File: src/rtl/rv_pkg.sv
// Shared RV32I pipeline definitions: widths, ALU opcodes, operand-select encodings.
package rv_pkg;

    localparam int unsigned DATA_W    = 32;
    localparam int unsigned ALUSEL_W  = 4;
    localparam int unsigned REGADDR_W = 5;

    typedef enum logic [ALUSEL_W-1:0] {
        ALU_ADD  = 4'b0000,
        ALU_SLL  = 4'b0001,
        ALU_SLT  = 4'b0010,
        ALU_SLTU = 4'b0011,
        ALU_XOR  = 4'b0100,
        ALU_SRL  = 4'b0101,
        ALU_OR   = 4'b0110,
        ALU_AND  = 4'b0111,
        ALU_SUB  = 4'b1000,
        ALU_SRA  = 4'b1101
    } aluSel_e;

    localparam logic ASEL_RS1 = 1'b0;
    localparam logic ASEL_PC  = 1'b1;
    localparam logic BSEL_RS2 = 1'b0;
    localparam logic BSEL_IMM = 1'b1;

    localparam logic [REGADDR_W-1:0] REG_X0 = 5'd0;

endpackage

File: src/rtl/forward_unit.sv
// Combinational RAW-hazard bypass for one source operand; EX/MEM beats MEM/WB, x0 never forwards.
module forward_unit
    import rv_pkg::*;
#(
    parameter int unsigned WIDTH_DATA_LENGTH    = DATA_W,
    parameter int unsigned WIDTH_REGADDR_LENGTH = REGADDR_W
) (
    input  logic [WIDTH_REGADDR_LENGTH-1:0] Rs,
    input  logic [WIDTH_DATA_LENGTH-1:0]    RegData,
    input  logic [WIDTH_REGADDR_LENGTH-1:0] ExMemRd,
    input  logic                            ExMemRegWEn,
    input  logic [WIDTH_DATA_LENGTH-1:0]    ExMemResult,
    input  logic [WIDTH_REGADDR_LENGTH-1:0] MemWbRd,
    input  logic                            MemWbRegWEn,
    input  logic [WIDTH_DATA_LENGTH-1:0]    MemWbResult,
    output logic [WIDTH_DATA_LENGTH-1:0]    FwdData
);

    localparam logic [WIDTH_REGADDR_LENGTH-1:0] X0 = WIDTH_REGADDR_LENGTH'(REG_X0);

    logic exMemHit;
    logic memWbHit;

    assign exMemHit = ExMemRegWEn && (ExMemRd != X0) && (ExMemRd == Rs);
    assign memWbHit = MemWbRegWEn && (MemWbRd != X0) && (MemWbRd == Rs);

    always_comb begin
        FwdData = RegData;
        if (exMemHit) begin
            FwdData = ExMemResult;
        end else if (memWbHit) begin
            FwdData = MemWbResult;
        end
    end

endmodule

File: src/rtl/alu_operand_stage.sv
// ID/EX pipeline register with operand forwarding and A/B select muxes feeding the ALU.
module alu_operand_stage
    import rv_pkg::*;
#(
    parameter int unsigned WIDTH_DATA_LENGTH    = DATA_W,
    parameter int unsigned WIDTH_ALUSEL_LENGTH  = ALUSEL_W,
    parameter int unsigned WIDTH_REGADDR_LENGTH = REGADDR_W
) (
    input  logic                            clk,
    input  logic                            rst,
    input  logic                            Stall,
    input  logic                            Flush,
    input  logic                            InValid,
    input  logic [WIDTH_DATA_LENGTH-1:0]    InPC,
    input  logic [WIDTH_DATA_LENGTH-1:0]    InRs1Data,
    input  logic [WIDTH_DATA_LENGTH-1:0]    InRs2Data,
    input  logic [WIDTH_DATA_LENGTH-1:0]    InImm,
    input  logic [WIDTH_REGADDR_LENGTH-1:0] InRs1,
    input  logic [WIDTH_REGADDR_LENGTH-1:0] InRs2,
    input  logic [WIDTH_REGADDR_LENGTH-1:0] InRd,
    input  logic [WIDTH_ALUSEL_LENGTH-1:0]  InALUSel,
    input  logic                            InASel,
    input  logic                            InBSel,
    input  logic                            InRegWEn,
    input  logic [WIDTH_REGADDR_LENGTH-1:0] ExMemRd,
    input  logic                            ExMemRegWEn,
    input  logic [WIDTH_DATA_LENGTH-1:0]    ExMemResult,
    input  logic [WIDTH_REGADDR_LENGTH-1:0] MemWbRd,
    input  logic                            MemWbRegWEn,
    input  logic [WIDTH_DATA_LENGTH-1:0]    MemWbResult,
    output logic [WIDTH_DATA_LENGTH-1:0]    DataA,
    output logic [WIDTH_DATA_LENGTH-1:0]    DataB,
    output logic [WIDTH_ALUSEL_LENGTH-1:0]  ALUSel,
    output logic [WIDTH_DATA_LENGTH-1:0]    StoreData,
    output logic                            OutValid,
    output logic [WIDTH_DATA_LENGTH-1:0]    OutPC,
    output logic [WIDTH_REGADDR_LENGTH-1:0] OutRd,
    output logic                            OutRegWEn
);

    logic                            validQ;
    logic [WIDTH_DATA_LENGTH-1:0]    pcQ;
    logic [WIDTH_DATA_LENGTH-1:0]    immQ;
    logic [WIDTH_DATA_LENGTH-1:0]    rs1DataQ;
    logic [WIDTH_DATA_LENGTH-1:0]    rs2DataQ;
    logic [WIDTH_REGADDR_LENGTH-1:0] rs1Q;
    logic [WIDTH_REGADDR_LENGTH-1:0] rs2Q;
    logic [WIDTH_REGADDR_LENGTH-1:0] rdQ;
    logic [WIDTH_ALUSEL_LENGTH-1:0]  aluSelQ;
    logic                            aSelQ;
    logic                            bSelQ;
    logic                            regWEnQ;

    logic [WIDTH_DATA_LENGTH-1:0]    fwdRs1;
    logic [WIDTH_DATA_LENGTH-1:0]    fwdRs2;

    // A flush, or an invalid decode slot when not stalled, loads the reset bubble.
    always_ff @(posedge clk) begin
        if (rst || Flush || (!Stall && !InValid)) begin
            validQ   <= 1'b0;
            pcQ      <= '0;
            immQ     <= '0;
            rs1DataQ <= '0;
            rs2DataQ <= '0;
            rs1Q     <= '0;
            rs2Q     <= '0;
            rdQ      <= '0;
            aluSelQ  <= '0;
            aSelQ    <= 1'b0;
            bSelQ    <= 1'b0;
            regWEnQ  <= 1'b0;
        end else if (Stall) begin
            // Latch bypassed values so they survive the producer retiring mid-stall.
            rs1DataQ <= fwdRs1;
            rs2DataQ <= fwdRs2;
        end else begin
            validQ   <= 1'b1;
            pcQ      <= InPC;
            immQ     <= InImm;
            rs1DataQ <= InRs1Data;
            rs2DataQ <= InRs2Data;
            rs1Q     <= InRs1;
            rs2Q     <= InRs2;
            rdQ      <= InRd;
            aluSelQ  <= InALUSel;
            aSelQ    <= InASel;
            bSelQ    <= InBSel;
            regWEnQ  <= InRegWEn;
        end
    end

    forward_unit #(
        .WIDTH_DATA_LENGTH    (WIDTH_DATA_LENGTH),
        .WIDTH_REGADDR_LENGTH (WIDTH_REGADDR_LENGTH)
    ) u_fwdRs1 (
        .Rs          (rs1Q),
        .RegData     (rs1DataQ),
        .ExMemRd     (ExMemRd),
        .ExMemRegWEn (ExMemRegWEn),
        .ExMemResult (ExMemResult),
        .MemWbRd     (MemWbRd),
        .MemWbRegWEn (MemWbRegWEn),
        .MemWbResult (MemWbResult),
        .FwdData     (fwdRs1)
    );

    forward_unit #(
        .WIDTH_DATA_LENGTH    (WIDTH_DATA_LENGTH),
        .WIDTH_REGADDR_LENGTH (WIDTH_REGADDR_LENGTH)
    ) u_fwdRs2 (
        .Rs          (rs2Q),
        .RegData     (rs2DataQ),
        .ExMemRd     (ExMemRd),
        .ExMemRegWEn (ExMemRegWEn),
        .ExMemResult (ExMemResult),
        .MemWbRd     (MemWbRd),
        .MemWbRegWEn (MemWbRegWEn),
        .MemWbResult (MemWbResult),
        .FwdData     (fwdRs2)
    );

    assign DataA     = (aSelQ == ASEL_PC)  ? pcQ  : fwdRs1;
    assign DataB     = (bSelQ == BSEL_IMM) ? immQ : fwdRs2;
    assign StoreData = fwdRs2;
    assign ALUSel    = aluSelQ;
    assign OutValid  = validQ;
    assign OutPC     = pcQ;
    assign OutRd     = rdQ;
    assign OutRegWEn = regWEnQ & validQ;

endmodule
File: config.mk
export PLATFORM = sky130hd
export DESIGN_NAME = alu_operand_stage
export DESIGN_NICKNAME = d
export VERILOG_FILES = /design/src/rtl/rv_pkg.sv /design/src/rtl/forward_unit.sv /design/src/rtl/alu_operand_stage.sv
export SDC_FILE = /design/constraint.sdc
export NUM_CORES = 1
export LEC_CHECK = 0
export CAP_MARGIN = 25
export CORE_AREA = 2 2 143 145
export CTS_CLUSTER_DIAMETER = 40
export DETAILED_ROUTE_END_ITERATION = 8
export DIE_AREA = 0 0 145 147
export DONT_BUFFER_PORTS = 1
export GPL_TIMING_DRIVEN = 1
export PLACE_DENSITY_LB_ADDON = 0.1
export SYNTH_ARGS = -nofsm -noshare
export SYNTH_HDL_FRONTEND = slang
export SYNTH_SLANG_ARGS = --single-unit
export TNS_END_PERCENT = 5
File: constraint.sdc
create_clock -name clk -period 2.9 [get_ports clk]
set_input_delay 0.435 -clock clk [delete_from_list [all_inputs] [get_ports clk]]
set_output_delay 0.435 -clock clk [all_outputs]
set_load 0.005 [all_outputs]
==> flow_metrics.tcl, run 1 <==
set metrics [dict create \
    gp_congestion 0.891 \
    postLayoutCellArea_um2 9400 \
    grt_pass1_wl_um 45900 \
    path_buf_inv 1 \
    cts_buffers 17 \
    post_drt_wl_per_cell_um 25.9 \
    clock_path_buffers 2 \
    num_rows 52 \
    cts_tree "built" \
    relSlewSlack 0.350 \
    hpwl_um 21700 \
    worstHoldPathType "input pin to register" \
    yosysWarnings 0 \
    leakagePower_uw 0.00356 \
    syn-instance-count 914 \
    grt_pass1_vias 7655 \
    antenna_found_initial 1 \
    clock.fmax_ghz 0.347 \
    grt.overflow.total 0 \
    synth_area_leaders "dfxtp_1 37%, mux2i_1 14%, nor2_1 4.2%, mux2_2 4.1%, a222oi_1 3.9%" \
    n_fill_cell 1907 \
    die_x_um 145 \
    cts-root-buf "clkbuf_16" \
    track_usage 0.275 \
    synth-seq-area-share 0.368 \
    final.period_utilization 0.993 \
    cp_max_fo 32 \
    slew_viol_final 0 \
    synth-seq-cells 151 \
    fin_util 0.474 \
    timing.critical_path.cells "or2_2 -> o21a_1 -> buf_12 -> o31ai_1 -> a31oi_1 -> mux2_2" \
    cts_sinks 151 \
    synth.largest_area_cell "dfxtp_1" \
    yosys.area.top_type_share 0.368 \
    start_util 0.414 \
    drtAntennaViolNets 0 \
    area_growth_pct 14.4 \
    synthesis.area_um2 8220 \
    dp_worst_setup_slack_ns 0.171 \
    max_stage_delay_ns 0.37 \
    clock_latency_ns 0.42 \
    critPathLaunchType "register" \
    via_per_inst 6.41 \
    place_area_um2 8800 \
    die_area_um2 21300 \
    die_y_um 147 \
    holdBufCountCts 0 \
    io_buffers 0 \
    drv_cap 0 \
    num_vias 7623 \
    rsz0062_at_grt "yes" \
    drtIter0Drc 556 \
    power_density_nw_per_um2 531 \
    tightest_slew_ns 0.973 \
    cp_top_family "compound AO/OA/AOI/OAI gates" \
    drive_gt1_frac 0.186 \
    timing_hold_violations_final 0 \
    critPathKind "register to output port" \
    avgSynthCellArea_um2 8.99 \
    io_pins 370 \
    ir_drop_mv 0.372 \
    setup_violations 0 \
    finalSetupTns_ns 0 \
    drtPass1Iterations 6 \
    nets 1136 \
    post-cts-setup-buffer-count 0 \
    grt_max_degree 123 \
    cp_data_arrival_time_ns 2.44 \
    cp.required_ns 2.47 \
    layout_setup_ws_ns 0.0203 \
    detail_route.drc_violations 0 \
    clock_skew_ns 0.0120 \
    synth_nets 1145 \
    critPathSlowestCell "o31ai_1" \
    end_kind "output port" \
    status "finished, final reports clean" \
    period_minus_slack_ns 2.88 \
    clk_pin_slew_worst_paths_ns 0.07 \
    htree_levels 4 \
    core_um2 19800 \
    yosysUniqueCellTypes 37 \
    wl_um 30800 \
]
==> cells by family after synthesis <==
| kind of cell | count (synthesis) | synth area share |
|---|---|---|
| xor gates and xnor gates | 18 | 0.0192 |
| AOI/OAI and AO/OA | 232 | 0.227 |
| muxes | 150 | 0.188 |
| and+or+nand+nor | 206 | 0.122 |
| buffers and inverters | 157 | 0.0766 |
| DFF | 151 | 0.368 |
==> Yosys cell counts <==
cell type and number:
mux2_1 2, xnor2_1 18, dfxtp_1 151, nor2_1 91, or4_1 1, nor3_1 33, o21ai_0 34, mux2i_1 118
nor4_1 2, nand3_1 3, buf_1 11, nand4_1 33, clkbuf_1 62, mux2_2 30, nor2b_1 32, buf_2 14
a32oi_1 32, and3_1 1, and2_1 2, inv_1 66, a21oi_1 1, o31ai_1 32, a311oi_1 32, buf_6 2
a211oi_2 1, a222oi_1 32, o211ai_2 1, nand2b_1 1, o21ba_2 32, o41ai_1 1, or2_1 1, nand2_1 5
o21ai_1 1, or2_2 1, a31oi_1 32, o21a_1 1, buf_4 2
==> per-layer routing <==
metal,wire length [um],up-vias,share of wire,global-route usage
met4,966,0,0.031,0.115
li1,-,3411,-,-
met2,15300,458,0.50,0.488
met5,0,-,0,0
met3,2760,56,0.090,0.0764
met1,11800,3698,0.38,0.313
==> through the flow <==
| stage | cells | hold WS [ns] | total power [uW] |
|---|---|---|---|
| after CTS | 1188 | 0.116 | 5020 |
| after detailed placement | 1156 | 0.482 | 2780 |
| final | 1189 | 0.135 | 4990 |
| after global routing | 1189 | 0.124 | 5170 |
| after floorplan | 914 | 0.455 | 2620 |
| after global placement | 1156 | 0.468 | 2760 |
==> layout make-up <==
cell class | count | area (um^2) | area share
Clock buffer | 20 | 447 | 0.0475
Antenna cell | 1 | 2.50 | 0.000266
Sequential cell | 151 | 3030 | 0.322
Clock inverter | 12 | 140 | 0.0149
Tap cell | 270 | 338 | 0.0359
Inverter | 66 | 248 | 0.0263
Timing Repair Buffer | 63 | 548 | 0.0583
Multi-Input combinational cell | 606 | 4650 | 0.495
==> what timing repair did <==
action                                  in CTS  in global routing
resized for setup                            0                  2
endpoints found under the setup margin       0                 17
hold endpoints to repair                     0                  0
==> registers in the layout, indices dropped and copies added (netlist names) <==
signal	cells
rs2DataQ	32
rs1DataQ	32
rs1Q	5
OutRd	5
aSelQ	1
OutPC	32
ALUSel	4
regWEnQ	1
bSelQ	1
rs2Q	5
OutValid	1
immQ	32
==> layout by cell type, fill, tap and decap left out, types with 33 or more instances in the layout <==
cell type | Yosys | routed
dfxtp_1 | 151 | 149
mux2i_1 | 118 | 117
nor2_1 | 91 | 88
inv_1 | 66 | 66
buf_4 | 2 | 57
nand4_1 | 33 | 33
o21ai_0 | 34 | 33
==> where the power goes <==
part / total [uW] / switching [uW] / internal (uW)
sequential: 2180 / 42.3 / 2130
combinational: 562 / 321 / 241
clock: 2250 / 948 / 1310
total: 4990 / 1310 / 3680
==> worst reg2reg max path: stages (launching register included) <==
cell and delay (ns):
dfxtp_1 0.43, xnor2_1 0.16, nand3_1 0.15, nor3_2 0.34, buf_4 0.47, nand2b_1 0.19
buf_4 0.27, o21ai_0 0.14
==> path summary, 6_finish.rpt <==
kind | from | end | slack [ns] | depth (start not counted)
worst min register to register | immQ[23]$_SDFFE_PP0N_ | immQ[23]$_SDFFE_PP0N_ | 0.49 | 2
worst min-delay path | InRs1Data[12] | rs1DataQ[12]$_SDFF_PP0_ | 0.14 | 2
worst max-delay path | rs2Q[3]$_SDFFE_PP0N_ | DataB[27] | 0.02 | 6
worst max register to register | rs1Q[3]$_SDFFE_PP0N_ | rs1DataQ[30]$_SDFF_PP0_ | 0.62 | 7
(Power assumes the default switching activity.)
==> run 2: changes to the inputs <==
- CTS_CLUSTER_SIZE: unset -> 25
- SETUP_SLACK_MARGIN: unset -> 0.4
- clock period: 2.9 -> 3.15 ns (I/O delays scaled with it)
==> run 2 against run 1 <==
- clock skew decreased by 0.0026 ns
- first-iteration DRC count grew 20%
- die area did not move
- critical endpoint is now DataA[31]
==> flow_metrics.tcl, run 2 (synthesis results as in run 1) <==
set metrics [dict create \
    status "finished, final reports clean" \
    core_um2 19800 \
    die_y_um 147 \
    fin_util 0.521 \
    critPathKind "input pin to output port" \
    cts_sinks 151 \
    grt_max_degree 123 \
    timing.critical_path.cells "or4_1 -> o21ai_2 -> nor4_2 -> buf_4 -> a222oi_1 -> buf_4" \
    cts_buffers 17 \
    p_comb_frac 0.134 \
    drtAntennaViolNets 0 \
    io_pins 370 \
    finalSetupTns_ns 0 \
    nets 1147 \
    finalPower_uw 4670 \
    num_rows 52 \
    critPathSlowestCell "or4_1" \
    hpwl_um 21500 \
    die_x_um 145 \
    grt_pass1_vias 8018 \
    worstHoldPathType "input pin to register" \
    gp_congestion 0.897 \
    fin_hold_ws_ns 0.166 \
    drv_cap 0 \
    power_density_nw_per_um2 452 \
    start_util 0.414 \
    clock_latency_ns 0.43 \
    cts_tree "built" \
    crit_path_frequent_cell "buf_4" \
    tightest_slew_ns 1.05 \
    track_usage 0.294 \
    leakagePower_uw 0.00379 \
    place_area_um2 8730 \
    drtIter0Drc 666 \
    n_fill_cell 1838 \
    clkPwrFrac 0.436 \
    clock.fmax_ghz 0.360 \
    final_cell_mix "143 x dfxtp_1, 117 x mux2i_1, 88 x nor2_1" \
    num_vias 7831 \
    io_buffers 0 \
    clk_pin_slew_worst_paths_ns 0.07 \
    grt.overflow.total 0 \
    detail_route.drc_violations 0 \
    wl_um 32900 \
    post_drt_wl_per_cell_um 27.4 \
    cp.required_ns 2.68 \
    cts-root-buf "clkbuf_16" \
    period_minus_slack_ns 2.78 \
    cp_data_arrival_time_ns 2.31 \
    slew_viol_final 0 \
    clock_skew_ns 0.00946 \
    rsz0062_at_grt "yes" \
    htree_levels 4 \
    end_kind "output port" \
    path_buf_inv 2 \
    seqPwrFrac 0.431 \
    grt_pass1_wl_um 48200 \
    area_growth_pct 25.7 \
    swShare 0.285 \
    p_switching_uw 1330 \
    critPathLaunchType "input pin" \
    timing_hold_violations_final 0 \
    via_per_inst 6.52 \
    antenna_found_initial 2 \
    cp_max_fo 22 \
    clock_path_buffers 2 \
    postLayoutCellArea_um2 10300 \
    setup_violations 0 \
    drive_gt1_frac 0.283 \
    internal_power_uw 3340 \
    layout_commonest_cell "dfxtp_1" \
    ir_drop_mv 0.345 \
    relSlewSlack 0.302 \
    drtPass1Iterations 5 \
    max_stage_delay_ns 0.63 \
    cp_top_family "simple AND/OR/NAND/NOR gates" \
    final.period_utilization 0.883 \
    die_area_um2 21300 \
]
run 2: cell types whose count changed in the layout (fill, tap and decap cells not counted), sizes merged, moves of 2 or more:
cell	before	now
buf	63	71
clkinv	2	6
clkinvlp	3	1
inv	71	73
run 2: timing repair:
action,4_1_cts,5_1_grt
gates resized for setup,104,38
hold buffers,0,0
gates cloned,2,3
setup endpoints to repair,90,81
pin swaps,20,13
setup buffers,4,5
run 2: area by class of cell:
cell class | count | area, um^2 | area share
multi-input combinational | 606 | 5380 | 0.520
sequential | 151 | 3040 | 0.294
timing repair buffer | 74 | 762 | 0.0737
clock buffer | 17 | 425 | 0.0412
tap | 270 | 338 | 0.0327
inverter | 66 | 248 | 0.0240
clock inverter | 15 | 143 | 0.0138
antenna | 2 | 5.00 | 0.000484
run 2: worst reg2reg max path, stage by stage (launching register included):
cell      delay [ns]
dfxtp_2         0.34
xnor2_1         0.25
nand2_1         0.18
nor3_4          0.26
buf_4           0.46
nand2b_1        0.20
buf_4           0.29
o21ai_0         0.14
run 2: through the flow:
| stage | worst slack, ns | std cells |
|---|---|---|
| final | 0.369 | 1201 |
| after global routing | 0.334 | 1201 |
| after CTS | 0.374 | 1191 |
| after detailed placement | 0.248 | 1153 |
| after global placement | 0.286 | 1153 |
| after floorplan | 0.633 | 914 |
run 2: layer usage:
| layer | vias to the layer above | wire length [um] | track usage | share of wire |
|---|---|---|---|---|
| met2 | 475 | 16600 | 0.517 | 0.50 |
| met3 | 75 | 2850 | 0.0829 | 0.087 |
| li1 | 3448 | - | - | - |
| met1 | 3833 | 12500 | 0.337 | 0.38 |
| met4 | 0 | 1010 | 0.122 | 0.031 |
| met5 | - | 0 | 0 | 0 |
run 2: power groups by stage:
stage / Clock (uW) / Sequential [uW] / Combinational (uW)
after global placement: 0 / 2050 / 496
after global routing: 2160 / 2020 / 662
after floorplan: 0 / 2030 / 386
final: 2030 / 2010 / 624
after detailed placement: 0 / 2050 / 504
after CTS: 2060 / 2010 / 594
run 2: final timing paths:
kind         cells after the start             startpoint  slack (ns)                       to
max                              6             ExMemRd[0]        0.37                DataA[31]
min                              2          InRs1Data[23]        0.17  rs1DataQ[23]$_SDFF_PP0_
min reg2reg                      2  immQ[29]$_SDFFE_PP0N_        0.49    immQ[29]$_SDFFE_PP0N_
max reg2reg                      7   rs1Q[0]$_SDFFE_PP0N_        0.90   rs1DataQ[0]$_SDFF_PP0_
